### src/rtl/color_fsm_scheduler.sv
// Round-robin scheduler that owns the Color FSM command port: grants requesters
// whose color is already held, and issues/confirms a toggle for those that need a switch.
module color_fsm_scheduler #(
   parameter int NUM_REQ   = 4,
   parameter int MIN_DWELL = 4
) (
   input  logic               clk_i,
   input  logic               rst_i,
   input  logic [NUM_REQ-1:0] req_valid_i,
   input  logic [NUM_REQ-1:0] req_color_i,
   output logic [NUM_REQ-1:0] req_ready_o,
   output logic [1:0]         fsm_in_o,
   input  logic [1:0]         fsm_out_i,
   output logic               cur_color_o,
   output logic               busy_o,
   output logic               err_o
);
   localparam int PW = $clog2(NUM_REQ);
   localparam int DW = $clog2(MIN_DWELL + 1);
   localparam logic [DW-1:0] DWELL_MAX = DW'(MIN_DWELL);
   localparam logic [1:0] CMD_TOGGLE = 2'h1;
   localparam logic [1:0] CMD_NOP    = 2'h3;

   typedef enum logic [1:0] {S_IDLE, S_ISSUE, S_CONFIRM} state_t;

   state_t          state_q, state_d;
   logic            color_q, color_d;
   logic            err_q, err_d;
   logic [PW-1:0]   rr_q, rr_d;
   logic [PW-1:0]   win_q, win_d;
   logic            tgt_q, tgt_d;
   logic [DW-1:0]   dwell_q, dwell_d;
   logic [1:0]      fsm_in_q;
   logic            busy_q;

   logic            found;
   logic [PW-1:0]   pick, cand;
   logic            fsm_ok, fsm_col;
   logic [NUM_REQ-1:0] ready;

   function automatic logic [PW-1:0] next_ptr(input logic [PW-1:0] p);
      return (p == PW'(NUM_REQ - 1)) ? '0 : p + PW'(1);
   endfunction

   // First valid requester at or above the rr pointer, wrapping.
   always_comb begin
      found = 1'b0;
      pick  = rr_q;
      cand  = '0;
      for (int i = 0; i < NUM_REQ; i++) begin
         cand = PW'((int'(rr_q) + i) % NUM_REQ);
         if (!found && req_valid_i[cand]) begin
            found = 1'b1;
            pick  = cand;
         end
      end
   end

   assign fsm_ok  = (fsm_out_i == 2'h1) || (fsm_out_i == 2'h2);
   assign fsm_col = fsm_out_i[1];

   always_comb begin
      state_d = state_q;
      color_d = color_q;
      err_d   = err_q;
      rr_d    = rr_q;
      win_d   = win_q;
      tgt_d   = tgt_q;
      dwell_d = (dwell_q == DWELL_MAX) ? dwell_q : dwell_q + DW'(1);
      ready   = '0;
      case (state_q)
         S_IDLE: begin
            if (!fsm_ok || fsm_col != color_q) begin
               err_d = 1'b1;
               if (fsm_ok) color_d = fsm_col;
            end else if (found) begin
               if (req_color_i[pick] == color_q) begin
                  ready[pick] = 1'b1;
                  rr_d        = next_ptr(pick);
               end else if (dwell_q == DWELL_MAX) begin
                  win_d   = pick;
                  tgt_d   = req_color_i[pick];
                  state_d = S_ISSUE;
               end
            end
         end
         S_ISSUE: state_d = S_CONFIRM;
         S_CONFIRM: begin
            state_d = S_IDLE;
            if (fsm_ok && fsm_col == tgt_q) begin
               color_d      = tgt_q;
               ready[win_q] = 1'b1;
               rr_d         = next_ptr(win_q);
               // Cleared this cycle, so it already reads 1 on the next.
               dwell_d      = DW'(1);
            end else begin
               err_d = 1'b1;
               if (fsm_ok) color_d = fsm_col;
            end
         end
         default: state_d = S_IDLE;
      endcase
   end

   always_ff @(posedge clk_i) begin
      if (rst_i) begin
         state_q  <= S_IDLE;
         color_q  <= 1'b1;
         err_q    <= 1'b0;
         rr_q     <= '0;
         win_q    <= '0;
         tgt_q    <= 1'b0;
         dwell_q  <= DWELL_MAX;
         fsm_in_q <= CMD_NOP;
         busy_q   <= 1'b0;
      end else begin
         state_q  <= state_d;
         color_q  <= color_d;
         err_q    <= err_d;
         rr_q     <= rr_d;
         win_q    <= win_d;
         tgt_q    <= tgt_d;
         dwell_q  <= dwell_d;
         fsm_in_q <= (state_d == S_ISSUE) ? CMD_TOGGLE : CMD_NOP;
         busy_q   <= (state_d != S_IDLE);
      end
   end

   assign req_ready_o = ready;
   assign fsm_in_o    = fsm_in_q;
   assign cur_color_o = color_q;
   assign busy_o      = busy_q;
   assign err_o       = err_q;

endmodule

### config.mk
export PLATFORM = sky130hd
export DESIGN_NAME = color_fsm_scheduler
export DESIGN_NICKNAME = d
export VERILOG_FILES = /design/src/rtl/color_fsm_scheduler.sv
export SDC_FILE = /design/constraint.sdc
export NUM_CORES = 1
export LEC_CHECK = 0
export ABC_AREA = 1
export CORE_UTILIZATION = 50
export CTS_BUF_LIST = sky130_fd_sc_hd__clkbuf_4 sky130_fd_sc_hd__clkbuf_8
export CTS_CLUSTER_DIAMETER = 150
export CTS_CLUSTER_SIZE = 40
export DETAILED_ROUTE_END_ITERATION = 10
export PLACE_DENSITY = 0.77
export SLEW_MARGIN = 20
export SYNTH_ARGS = -nofsm -noshare
export SYNTH_HDL_FRONTEND = slang
export SYNTH_SLANG_ARGS = --single-unit
### constraint.sdc
create_clock -name clk_i -period 4.56 [get_ports clk_i]
set_input_delay 0.912 -clock clk_i [delete_from_list [all_inputs] [get_ports clk_i]]
set_output_delay 0.912 -clock clk_i [all_outputs]
set_load 0.01 [all_outputs]
==> summary.txt, run 1 <==
Status: finished, final reports clean
I/O Buffers: 19
Yosys warns: 0
Fin nets: 248
Pwr Density: 713 mW/mm2
DRC violations left: 0
Synth Register Bits: 14
Die width: 52.9 um
Root buf cell: clkbuf_4
Max-Cap Viols: 0
Layout area overhead: 17.7%
Final setup TNS: 0 ps
Req. time, crit path: 3650 ps
Library cells used by synthesis: 31
Post-DP HPWL: 2030 um
Vias: 1297
Fin. max-slew vios: 0
Vias in the first global route: 977
Iter 0 DRT Violations: 30
Vias per inst: 5.09
Reg clk slew, reported paths: 90 ps
Slew Limit Headroom: 65.5%
Final Hold Vio Count: 0
CTS tree: done
Mapped cell area: 0.00130 mm2
Count leader, synth: nand2_1
CP Data Arrival Time: 3340 ps
Worst skew pair latency: 290 ps
Pre-antenna DRT Iters: 4
Top cells by area, synth: dfxtp_1 22%, nand2_1 20%, ha_1 9.7%
Post-DRT Antenna Nets: 0
Seq/Total Area, Yosys: 21.6%
Clk_skew: 6.63 ps
Setup crit start kind: input pin
Endpoints failing setup: 0
Most used cell, CP: nand2_2
Core area: 0.00245 mm2
Die area: 0.00280 mm2
Fin crit share: 93.2%
Clock Sinks: 14
Share of layout cells above drive strength 1: 14.7%
Grt ovf: 0
Tot GR Track Use: 19.3%
Routed Wire Length: 2510 um
Number of gates resized after cts: 0
Antenna violations before repair: 0
Worst-path fanout max: 6
Drt wl/cell: 9.85 um
Max Fclk: 0.235 GHz
Largest net degree at the start of global routing: 14
Post-synth net total: 229
Crit-path leading delay family: simple AND/OR/NAND/NOR gates
Period minus WS final: 4250 ps
CP max stage delay: 550 ps
Initial Utilization: 52.8%
Slowest cell on the critical path: clkdlybuf4s50_1
Cts hold-fix bufs: 0
Post-synth top area cell: dfxtp_1
Site row count: 18
Syn Inst Count: 207
Most common flop cell mapped by yosys: dfxtp_1
Post-synth top area share: 21.6%
First-pass GRT wire length: 4040 um
Async SR Flop Fraction: 0%
RSZ-0062 raised after global routing: false
Htree depth: 1
Tightest Pin Transition: 517 ps
Top Ports: 21
Max VDD drop: 0.000425 V
Crit path kind: input pin to output pin
CP cell instances: clkdlybuf4s50_1 -> nand2_2 -> nand2_2 -> nand2_2 -> nand2_4 -> nand3_2 -> nand2_1 -> nand2_2 -> nand2_4 -> nand2_1 -> nand2_1 -> nand2_2 -> nand2_2 -> nand2_2 -> and2_4 -> o21ai_0 -> clkdlybuf4s50_1
Min-delay worst type: flop to flop
Num CTS Buffers: 3
Worst Path Buf+Inv: 2
Syn avg cell area: 6.26 um2
LEAKAGE: 0.758 nW
Die height: 52.9 um
Clk buf depth: 2
CP endpoint kind: output pin
Gpl congestion: 0.824
Number of diodes: 0
Post-CTS setup buffer count: 0
Worst Hold Slack: 482 ps
Post-synth top cells: 69 x nand2_1, 25 x inv_1, 18 x nand3_1, 17 x nand2_2, 14 x dfxtp_1
Number of synthesized flops with an enable pin: 0
==> stage by stage <==
stage | area [um2] | util, % | power (W) | instances | worst slack [ps]
finish | 1530 | 62.1 | 0.00109 | 255 | 308
floorplan | 1300 | - | 0.000846 | 207 | 1420
global placement | 1490 | 60.7 | 0.000990 | 251 | 317
detailed placement | 1490 | 60.7 | 0.000997 | 251 | 303
CTS | 1530 | 62.1 | 0.00109 | 255 | 305
global route | 1530 | 62.1 | 0.00121 | 255 | 59.3
==> per-layer routing <==
metal | part of all wire, % | wire length [um] | track usage, %
met5 | 0 | 0 | 0
met4 | 0.28 | 7 | 1.32
met3 | 3.8 | 96 | 3.45
met2 | 43 | 1090 | 32.1
met1 | 52 | 1320 | 26.9
==> layout make-up <==
class | instances | area [um2]
Clock buffer | 4 | 36.3
Fill cell | 248 | 930
Inverter | 28 | 108
Multi-Input combinational cell | 160 | 873
Sequential cell | 14 | 280
Tap cell | 30 | 37.5
Timing Repair Buffer | 19 | 190
==> placed cells by master (no fill, tap or decap) <==
master,synthesis,final
ha_1,10,10
a31oi_1,1,1
nand2_1,69,69
nor4_1,1,1
nand2_2,17,17
o211ai_1,2,2
and2_4,1,1
a21oi_1,4,4
o22ai_1,1,1
conb_1,1,1
inv_2,2,2
nand3_2,3,3
clkdlybuf4s50_1,0,19
nand3_1,18,18
nor3_1,3,3
nand4_2,1,1
nor2_2,1,1
nor2_1,11,11
nand4_4,1,1
clkbuf_4,0,3
nand2_4,2,2
dfxtp_1,14,14
nand4_1,1,1
clkbuf_8,0,1
o21ai_0,8,8
inv_4,1,1
inv_1,25,25
nand3b_1,2,2
o31ai_1,1,1
xnor2_1,1,1
==> flip-flops by register name (all words and copies together), names as in the netlist <==
signal / count
cur_color_o: 1
err_o: 1
busy_o: 1
tgt_q: 1
rr_q: 2
state_q: 2
dwell_q: 3
fsm_in_o: 1
win_q: 2
==> worst paths after layout <==
check / startpoint / to / slack, ps / cells after the start
worst min register to register: tgt_q / tgt_q / 480 / 2
worst min-delay path: tgt_q / tgt_q / 480 / 2
worst max-delay path: req_valid_i[0] / req_ready_o[1] / 310 / 17
worst max register to register: rr_q[0] / rr_q[0] / 2060 / 13
==> report_power, final <==
part | total (W) | switching (W) | leakage (nW) | internal (W)
combinational | 0.000792 | 0.000498 | 0.623 | 0.000294
clock | 0.0000925 | 0.0000439 | 0.0210 | 0.0000486
sequential | 0.000203 | 0.0000465 | 0.114 | 0.000156
total | 0.00109 | 0.000588 | 0.758 | 0.000499
==> worst reg2reg max path: stages, from the launching register on <==
cell and delay [ps]:
dfxtp_1 650, inv_2 220, nand2_1 120, nand2_2 90, nand2_1 110, nand2_4 70
nor2_2 100, nand4_2 140, nand2_4 150, inv_1 90, ha_1 200, o31ai_1 300
nor2_1 80, nor2_1 110
==> cells by family (layout without fill, tap and decap cells) <==
group	Yosys count	count (layout)	synth area share, %
and+or+nand+nor	131	131	49.4
buffers and inverters	33	51	11.0
DFF	14	14	21.6
adders and majority gates	10	10	9.65
AOI/OAI and AO/OA	17	17	7.34
xor gates and xnor gates	1	1	0.676
other	1	1	0.289
No activity file was read; power rests on OpenSTA's default activity.
==> run 2: changes to the inputs <==
--- a/config.mk
+++ b/config.mk
@@ -6,6 +6,7 @@
 export NUM_CORES = 1
 export LEC_CHECK = 0
 export ABC_AREA = 1
+export ABC_CLOCK_PERIOD_IN_PS = 4560
 export CORE_UTILIZATION = 50
 export CTS_BUF_LIST = sky130_fd_sc_hd__clkbuf_4 sky130_fd_sc_hd__clkbuf_8
 export CTS_CLUSTER_DIAMETER = 150
==> results of run 2 <==
Same layout as run 1: the final DEF is identical, and so are final timing and power.
